--- config.mk ---
export PLATFORM = sky130hd
export DESIGN_NAME = sram_burst_arbiter_flat
export DESIGN_NICKNAME = d
export VERILOG_FILES = /design/src/rtl/sram_burst_arbiter_if.sv /design/src/rtl/sram_burst_arbiter.sv /design/src/flat_wrapper.sv
export SDC_FILE = /design/constraint.sdc
export NUM_CORES = 1
export LEC_CHECK = 0
export BUFFER_PORTS_ARGS = -buffer_cell sky130_fd_sc_hd__buf_4
export CORE_MARGIN = 5
export CORE_UTILIZATION = 45
export CTS_CLUSTER_DIAMETER = 80
export CTS_CLUSTER_SIZE = 28
export DETAILED_ROUTE_END_ITERATION = 8
export GPL_ROUTABILITY_DRIVEN = 0
export PLACE_DENSITY = 0.79
export SYNTH_ARGS = -nofsm -noshare
export SYNTH_HDL_FRONTEND = slang
export SYNTH_SLANG_ARGS = --single-unit
--- constraint.sdc ---
create_clock -name clk -period 4.4 [get_ports clk]
set_input_delay 0.22 -clock clk [delete_from_list [all_inputs] [get_ports clk]]
set_output_delay 0.22 -clock clk [all_outputs]
set_load 0.005 [all_outputs]
--- src/rtl/sram_burst_arbiter_if.sv ---
`timescale 1ns/1ps
// Requester-side and SRAM-side signals of the burst arbiter, bundled so the
// arbiter (slave view) and its environment (master view) share one port.
interface sram_burst_arbiter_if #(
  parameter int NUM_CH = 2,
  parameter int ADDR_W = 22,
  parameter int DATA_W = 48,
  parameter int LEN_W  = 4
);
  logic [NUM_CH-1:0]        ch_req;
  logic [NUM_CH-1:0]        ch_write;
  logic [NUM_CH*ADDR_W-1:0] ch_addr;
  logic [NUM_CH*LEN_W-1:0]  ch_len;
  logic [NUM_CH*DATA_W-1:0] ch_wdata;
  logic [NUM_CH-1:0]        ch_grant;
  logic [NUM_CH-1:0]        ch_ack;
  logic [NUM_CH-1:0]        ch_done;
  logic [DATA_W-1:0]        rdata;
  logic                     err;
  logic                     sram_read_enable;
  logic                     sram_write_enable;
  logic [ADDR_W-1:0]        sram_address;
  logic [DATA_W-1:0]        sram_write_data;
  logic [DATA_W-1:0]        sram_read_data;

  modport slave (
    input  ch_req, ch_write, ch_addr, ch_len, ch_wdata, sram_read_data,
    output ch_grant, ch_ack, ch_done, rdata, err,
           sram_read_enable, sram_write_enable, sram_address, sram_write_data
  );

  modport master (
    output ch_req, ch_write, ch_addr, ch_len, ch_wdata, sram_read_data,
    input  ch_grant, ch_ack, ch_done, rdata, err,
           sram_read_enable, sram_write_enable, sram_address, sram_write_data
  );
endinterface

--- src/rtl/sram_burst_arbiter.sv ---
`timescale 1ns/1ps
// Round-robin burst arbiter in front of the SRAM wrapper: multi-beat bursts
// with wait states, a one-cycle gap per beat, and abort reporting.
module sram_burst_arbiter #(
  parameter int NUM_CH      = 2,
  parameter int ADDR_W      = 22,
  parameter int DATA_W      = 48,
  parameter int LEN_W       = 4,
  parameter int WAIT_CYCLES = 1
) (
  input logic                 clk,
  input logic                 n_rst,
  sram_burst_arbiter_if.slave bus
);
  localparam int CH_W   = (NUM_CH > 1) ? $clog2(NUM_CH) : 1;
  localparam int WAIT_W = (WAIT_CYCLES > 0) ? $clog2(WAIT_CYCLES + 1) : 1;
  localparam logic [WAIT_W-1:0] WAIT_LAST = WAIT_W'(WAIT_CYCLES);

  localparam logic [1:0] IDLE   = 2'd0;
  localparam logic [1:0] ACCESS = 2'd1;
  localparam logic [1:0] GAP    = 2'd2;

  logic [1:0]        state;
  logic [CH_W-1:0]   rr_ptr;
  logic [CH_W-1:0]   gnt_idx;
  logic [CH_W-1:0]   pick_idx;
  logic [CH_W-1:0]   cur_idx;
  logic              pick_vld;
  logic              pick_write;
  logic [ADDR_W-1:0] pick_addr;
  logic [LEN_W-1:0]  pick_len;
  logic [NUM_CH-1:0] pick_oh;
  logic [NUM_CH-1:0] gnt_oh;
  logic              write_q;
  logic [ADDR_W-1:0] base_q;
  logic [LEN_W-1:0]  len_q;
  logic [LEN_W-1:0]  beat_q;
  logic [LEN_W-1:0]  beat_nxt;
  logic [ADDR_W-1:0] nxt_addr;
  logic [WAIT_W-1:0] wait_cnt;
  logic [DATA_W-1:0] cur_wdata;
  logic              req_g;
  logic              last_beat;

  // First requester at or after the round-robin pointer, wrapping.
  always_comb begin
    pick_vld = 1'b0;
    pick_idx = '0;
    for (int i = 0; i < NUM_CH; i++) begin
      if (!pick_vld && bus.ch_req[(int'(rr_ptr) + i) % NUM_CH]) begin
        pick_vld = 1'b1;
        pick_idx = CH_W'((int'(rr_ptr) + i) % NUM_CH);
      end
    end
  end

  assign pick_oh    = NUM_CH'(1) << pick_idx;
  assign gnt_oh     = NUM_CH'(1) << gnt_idx;
  assign pick_write = bus.ch_write[pick_idx];
  assign pick_addr  = bus.ch_addr[int'(pick_idx) * ADDR_W +: ADDR_W];
  assign pick_len   = bus.ch_len[int'(pick_idx) * LEN_W +: LEN_W];
  assign cur_idx    = (state == IDLE) ? pick_idx : gnt_idx;
  assign cur_wdata  = bus.ch_wdata[int'(cur_idx) * DATA_W +: DATA_W];
  assign req_g      = bus.ch_req[gnt_idx];
  assign last_beat  = (beat_q == len_q);
  assign beat_nxt   = beat_q + 1'b1;
  assign nxt_addr   = base_q + {{(ADDR_W-LEN_W){1'b0}}, beat_nxt};

  always_ff @(posedge clk or negedge n_rst) begin
    if (!n_rst) begin
      state                 <= IDLE;
      rr_ptr                <= '0;
      gnt_idx               <= '0;
      write_q               <= 1'b0;
      base_q                <= '0;
      len_q                 <= '0;
      beat_q                <= '0;
      wait_cnt              <= '0;
      bus.ch_grant          <= '0;
      bus.ch_ack            <= '0;
      bus.ch_done           <= '0;
      bus.err               <= 1'b0;
      bus.rdata             <= '0;
      bus.sram_read_enable  <= 1'b0;
      bus.sram_write_enable <= 1'b0;
      bus.sram_address      <= '0;
      bus.sram_write_data   <= '0;
    end else begin
      bus.ch_ack  <= '0;
      bus.ch_done <= '0;
      bus.err     <= 1'b0;
      case (state)
        IDLE: begin
          if (pick_vld) begin
            state                 <= ACCESS;
            gnt_idx               <= pick_idx;
            rr_ptr                <= CH_W'((int'(pick_idx) + 1) % NUM_CH);
            write_q               <= pick_write;
            base_q                <= pick_addr;
            len_q                 <= pick_len;
            beat_q                <= '0;
            wait_cnt              <= '0;
            bus.ch_grant          <= pick_oh;
            bus.sram_read_enable  <= !pick_write;
            bus.sram_write_enable <= pick_write;
            bus.sram_address      <= pick_addr;
            bus.sram_write_data   <= pick_write ? cur_wdata : '0;
          end
        end
        ACCESS: begin
          if (!req_g) begin
            state                 <= IDLE;
            bus.err               <= 1'b1;
            bus.ch_grant          <= '0;
            bus.sram_read_enable  <= 1'b0;
            bus.sram_write_enable <= 1'b0;
          end else if (wait_cnt == WAIT_LAST) begin
            state                 <= GAP;
            bus.sram_read_enable  <= 1'b0;
            bus.sram_write_enable <= 1'b0;
            bus.ch_ack            <= gnt_oh;
            bus.ch_done           <= last_beat ? gnt_oh : '0;
            if (!write_q) bus.rdata <= bus.sram_read_data;
          end else begin
            // Write data keeps tracking the requester so the committing cycle sees this beat's word.
            wait_cnt <= wait_cnt + 1'b1;
            if (write_q) bus.sram_write_data <= cur_wdata;
          end
        end
        GAP: begin
          if (last_beat) begin
            state        <= IDLE;
            bus.ch_grant <= '0;
          end else if (!req_g) begin
            state        <= IDLE;
            bus.err      <= 1'b1;
            bus.ch_grant <= '0;
          end else begin
            state                 <= ACCESS;
            beat_q                <= beat_nxt;
            wait_cnt              <= '0;
            bus.sram_read_enable  <= !write_q;
            bus.sram_write_enable <= write_q;
            bus.sram_address      <= nxt_addr;
            if (write_q) bus.sram_write_data <= cur_wdata;
          end
        end
        default: state <= IDLE;
      endcase
    end
  end
endmodule

--- src/flat_wrapper.sv ---
// flat-port wrapper written by rule: the top's interface ports become plain ports
module sram_burst_arbiter_flat 
#(
  parameter int NUM_CH      = 2,
  parameter int ADDR_W      = 22,
  parameter int DATA_W      = 48,
  parameter int LEN_W       = 4,
  parameter int WAIT_CYCLES = 1
)
  (clk, n_rst, bus_ch_req, bus_ch_write, bus_ch_addr, bus_ch_len, bus_ch_wdata, bus_sram_read_data, bus_ch_grant, bus_ch_ack, bus_ch_done, bus_rdata, bus_err, bus_sram_read_enable, bus_sram_write_enable, bus_sram_address, bus_sram_write_data);
  sram_burst_arbiter_if #(.NUM_CH(NUM_CH), .ADDR_W(ADDR_W), .DATA_W(DATA_W), .LEN_W(LEN_W)) bus_i ();
  input logic clk;
  input logic n_rst;
  input wire logic [$bits(bus_i.ch_req)-1:0] bus_ch_req;
  input wire logic [$bits(bus_i.ch_write)-1:0] bus_ch_write;
  input wire logic [$bits(bus_i.ch_addr)-1:0] bus_ch_addr;
  input wire logic [$bits(bus_i.ch_len)-1:0] bus_ch_len;
  input wire logic [$bits(bus_i.ch_wdata)-1:0] bus_ch_wdata;
  input wire logic [$bits(bus_i.sram_read_data)-1:0] bus_sram_read_data;
  output wire logic [$bits(bus_i.ch_grant)-1:0] bus_ch_grant;
  output wire logic [$bits(bus_i.ch_ack)-1:0] bus_ch_ack;
  output wire logic [$bits(bus_i.ch_done)-1:0] bus_ch_done;
  output wire logic [$bits(bus_i.rdata)-1:0] bus_rdata;
  output wire logic [$bits(bus_i.err)-1:0] bus_err;
  output wire logic [$bits(bus_i.sram_read_enable)-1:0] bus_sram_read_enable;
  output wire logic [$bits(bus_i.sram_write_enable)-1:0] bus_sram_write_enable;
  output wire logic [$bits(bus_i.sram_address)-1:0] bus_sram_address;
  output wire logic [$bits(bus_i.sram_write_data)-1:0] bus_sram_write_data;
  assign bus_i.ch_req = bus_ch_req;
  assign bus_i.ch_write = bus_ch_write;
  assign bus_i.ch_addr = bus_ch_addr;
  assign bus_i.ch_len = bus_ch_len;
  assign bus_i.ch_wdata = bus_ch_wdata;
  assign bus_i.sram_read_data = bus_sram_read_data;
  assign bus_ch_grant = bus_i.ch_grant;
  assign bus_ch_ack = bus_i.ch_ack;
  assign bus_ch_done = bus_i.ch_done;
  assign bus_rdata = bus_i.rdata;
  assign bus_err = bus_i.err;
  assign bus_sram_read_enable = bus_i.sram_read_enable;
  assign bus_sram_write_enable = bus_i.sram_write_enable;
  assign bus_sram_address = bus_i.sram_address;
  assign bus_sram_write_data = bus_i.sram_write_data;
  sram_burst_arbiter #(.NUM_CH(NUM_CH), .ADDR_W(ADDR_W), .DATA_W(DATA_W), .LEN_W(LEN_W), .WAIT_CYCLES(WAIT_CYCLES)) u_core (.clk(clk), .n_rst(n_rst), .bus(bus_i));
endmodule
==> results.toml <==
[outcome]
outcome = "finished clean"

[drt]
num_vias = 6635
wl_per_cell_um = 18.5
drt_iter0_markers = 370
viasPerCell = 5.29
dr.pass1.iters = 7
drc = 0
drt_wl_total_mm = 23.2
antenna_left = 0

[finish]
final_area_um2 = 11100
multi_input_area_um2 = 3550
insertedDiodeCount = 0
drive_gt1_share_pct = 42.9
finalNetCount = 1229
area_growth_pct = 40.5
fillerInstances = 1433
ff_latch_area_um2 = 4080
instances_no_fill = 1255

[placed_design]
io_buffers = 328
post-place-ws_ps = 1410
place_hpwl_mm = 17.5
dp_cells = 1222
place_area_um2 = 10500

[worst_setup_path]
arrival_ps = 3220
path_class = "reg2reg"
worstPathMaxFanout = 96
reg2reg_setup_slack_ps = 1420
cp-end-kind = "flip-flop"
worstSetupStartpoint = "u_core.state[0]$_DFFE_PN0P_"
rr_endpoint = "u_core.bus.sram_write_data[42]$_DFFE_PN0P_"
reg2regPathDepth = 7
startpoint_type = "flip-flop"
required_ps = 4640
r2r_start = "u_core.state[0]$_DFFE_PN0P_"

[clocking]
cts-root-buf = "clkbuf_16"
clk_latency_ps = 420
cts_resized = 0
clk_pin_slew_ps = 70
clkSinkCount = 163
numCtsBuffers = 17
htreeDepth = 4
cts_tree = "built"
clockBufferDepth = 2

[timing]
grt_setup_unrepaired = "no"
maxSlewViolCount = 0
skew_ps = 10.1
slew_headroom_pct = 22.3
fin_tns_setup_ps = 0
worst_slack_ps = 1420
clock.fmax_ghz = 0.336
finalHoldViolCount = 0
fin_crit_ps = 2980
setup_violations = 0
tightestPinTransition_ps = 1170
fin_crit_sh_pct = 67.7

[logic_synthesis]
synth_edf_count = 0
synth_top_area_cell = "dfrtp_1"
synth_area_per_cell_um2 = 11.2
yosys.area_share.simple_pct = 9.08
synth_top_family_by_area = "multiplexers"
synthCells = 706
synth_compound_area_share_pct = 14.3
synthMuxAreaShare_pct = 17.7
synth-xor-area-share_pct = 1.88
yosysWarningCount = 0
ys_ff_latch = 163
synth_fa_ha_area_share_pct = 1.68
synth_area_um2 = 7910
ys_seq_area_share_pct = 51.6
ys.flop_type = "dfrtp_1"
yosys.area.top_type_share_pct = 51.6
ys_types = 54
synth-async-reset-ratio_pct = 100
synth_nets = 918
ys_top_cells_by_area = "dfrtp_1 52%, mux2i_1 8.9%, mux2_2 8.5%, o31ai_1 4.7%, nand2_1 4.6%"

[worst_hold_path]
whs_path_depth = 2
worstHoldPathType = "in2reg"
hp-start = "bus_sram_read_data[30]"
min_to = "u_core.bus.rdata[30]$_DFFE_PN0P_"

[power]
cellPowerDensity_nw_per_um2 = 700
finalPower_w = 0.00778
power_leakage_nw = 5.50
ir_drop_mv = 0.330

[grt]
antenna_found_initial = 0
grt_overflow = 0
grt_usage_pct = 22.4
grt_start_max_net_pins = 97
grt_pass1_vias = 6695
grt_pass1_wl_mm = 36.0

[floorplanning]
fp-row-count = 48
fp.dieH_um = 143
dieArea_um2 = 20300
start_util_pct = 45.7
core_area_um2 = 17300
die_w_um = 143
ios = 329

[run]
drv_cap = 0
-- synth_stat cells, types with 2 or more instances --
cell type  number
and4_1          3
o21a_1          2
o21ai_0        47
nand2b_1        4
ha_1            9
nor3b_1         4
o22ai_1         4
a21oi_1        14
nor3_1          7
a21boi_0        2
a31oi_1         2
xor2_1          8
nand4_1         6
mux2_2         60
nand3_1        10
a221o_1         4
buf_4           4
mux2i_1        70
a21o_1          3
nor2_1         21
o21bai_1        2
clkbuf_1       13
a211oi_1        6
inv_1          13
a22o_1          7
buf_6           3
o221ai_1        4
a31o_2          2
xnor2_1         9
dfrtp_1       163
a2bb2oi_1       3
a22oi_1         4
and3_1          4
buf_1           2
nand2_1        97
o31ai_1        49
buf_2          24
-- per-layer routing --
metal / up-vias / routed length [µm] / GRT usage, % / share of wire (%)
met4: 0 / 304 / 6.25 / 1.3
met2: 263 / 11600 / 37.3 / 50
met1: 3176 / 9320 / 28.9 / 40
met3: 21 / 1940 / 5.88 / 8.4
met5: - / 0 / 0 / 0
li1: 3175 / - / - / -
-- cells by family (layout without fill, tap and decap cells) --
kind of cell / Yosys count / in the layout
adder cells (fa/ha/maj): 10 / 10
AO/OA/AOI/OAI: 163 / 163
XOR/XNOR: 17 / 17
AND/OR/NAND/NOR: 161 / 161
multiplexers: 131 / 131
flip-flops: 163 / 163
buffers and inverters: 61 / 385
-- stage by stage --
step	utilization (%)	hold slack, ps
5_1_grt	64.2	16.0
3_3_place_gp	60.7	376
2_1_floorplan	-	-75.6
6_report	64.2	33.2
3_5_place_dp	60.7	378
4_1_cts	64.2	13.9
-- cell usage in the layout, fill, tap and decap left out, types with 13 or more instances in the layout --
cell type,instances
a21oi_1,14
buf_4,336
clkbuf_16,17
dfrtp_1,163
inv_1,13
mux2_2,60
mux2i_1,70
nand2_1,97
nor2_1,20
o21ai_0,46
o31ai_1,49
-- critical path, stage by stage, from the launching register on --
cell and delay [ps]:
dfrtp_1 410, inv_1 90, ha_1 310, nor3b_1 680, nor2_1 190, o2111ai_4 150
buf_4 690, o31ai_1 220
-- area by class of cell --
class	count	area share, %
Multi-Input combinational cell	482	32.0
Timing Repair Buffer	338	22.9
Tap cell	225	2.53
Inverter	15	0.507
Clock buffer	19	4.08
Sequential cell	163	36.7
Clock inverter	13	1.33
-- repair_timing --
item	4_1_cts	5_1_grt
setup buffers	0	0
hold buffers	1	0
hold endpoints to repair	94	0
setup endpoints to repair	0	0
-- worst max-delay path by stage --
stage	to	slack, ps	cells past startpoint
CTS	u_core.bus.sram_write_data[42]$_DFFE_PN0P_	1420	7
floorplan	u_core.bus.sram_address[18]$_DFFE_PN0P_	1900	8
global route	u_core.bus.sram_write_data[42]$_DFFE_PN0P_	1190	7
detailed placement	u_core.bus.sram_write_data[4]$_DFFE_PN0P_	1410	7
finish	u_core.bus.sram_write_data[42]$_DFFE_PN0P_	1420	7
global placement	u_core.bus.sram_write_data[23]$_DFFE_PN0P_	1590	7
-- state kept, by name (all words and copies together), names as in the netlist, 2 cells and up --
name and flops:
u_core.base_q 22, u_core.beat_q 4, u_core.bus.ch_ack 2, u_core.bus.ch_done 2
u_core.bus.ch_grant 2, u_core.bus.rdata 48, u_core.bus.sram_address 22, u_core.bus.sram_write_data 48
u_core.len_q 4, u_core.state 2
-- report_power, final --
group / leakage (nW) / switching [W] / internal (W)
Sequential: 2.03 / 0.000470 / 0.00221
Combinational: 3.19 / 0.00180 / 0.00180
Clock: 0.289 / 0.000626 / 0.000876
Note: power is estimated with default switching activity, not from simulation.
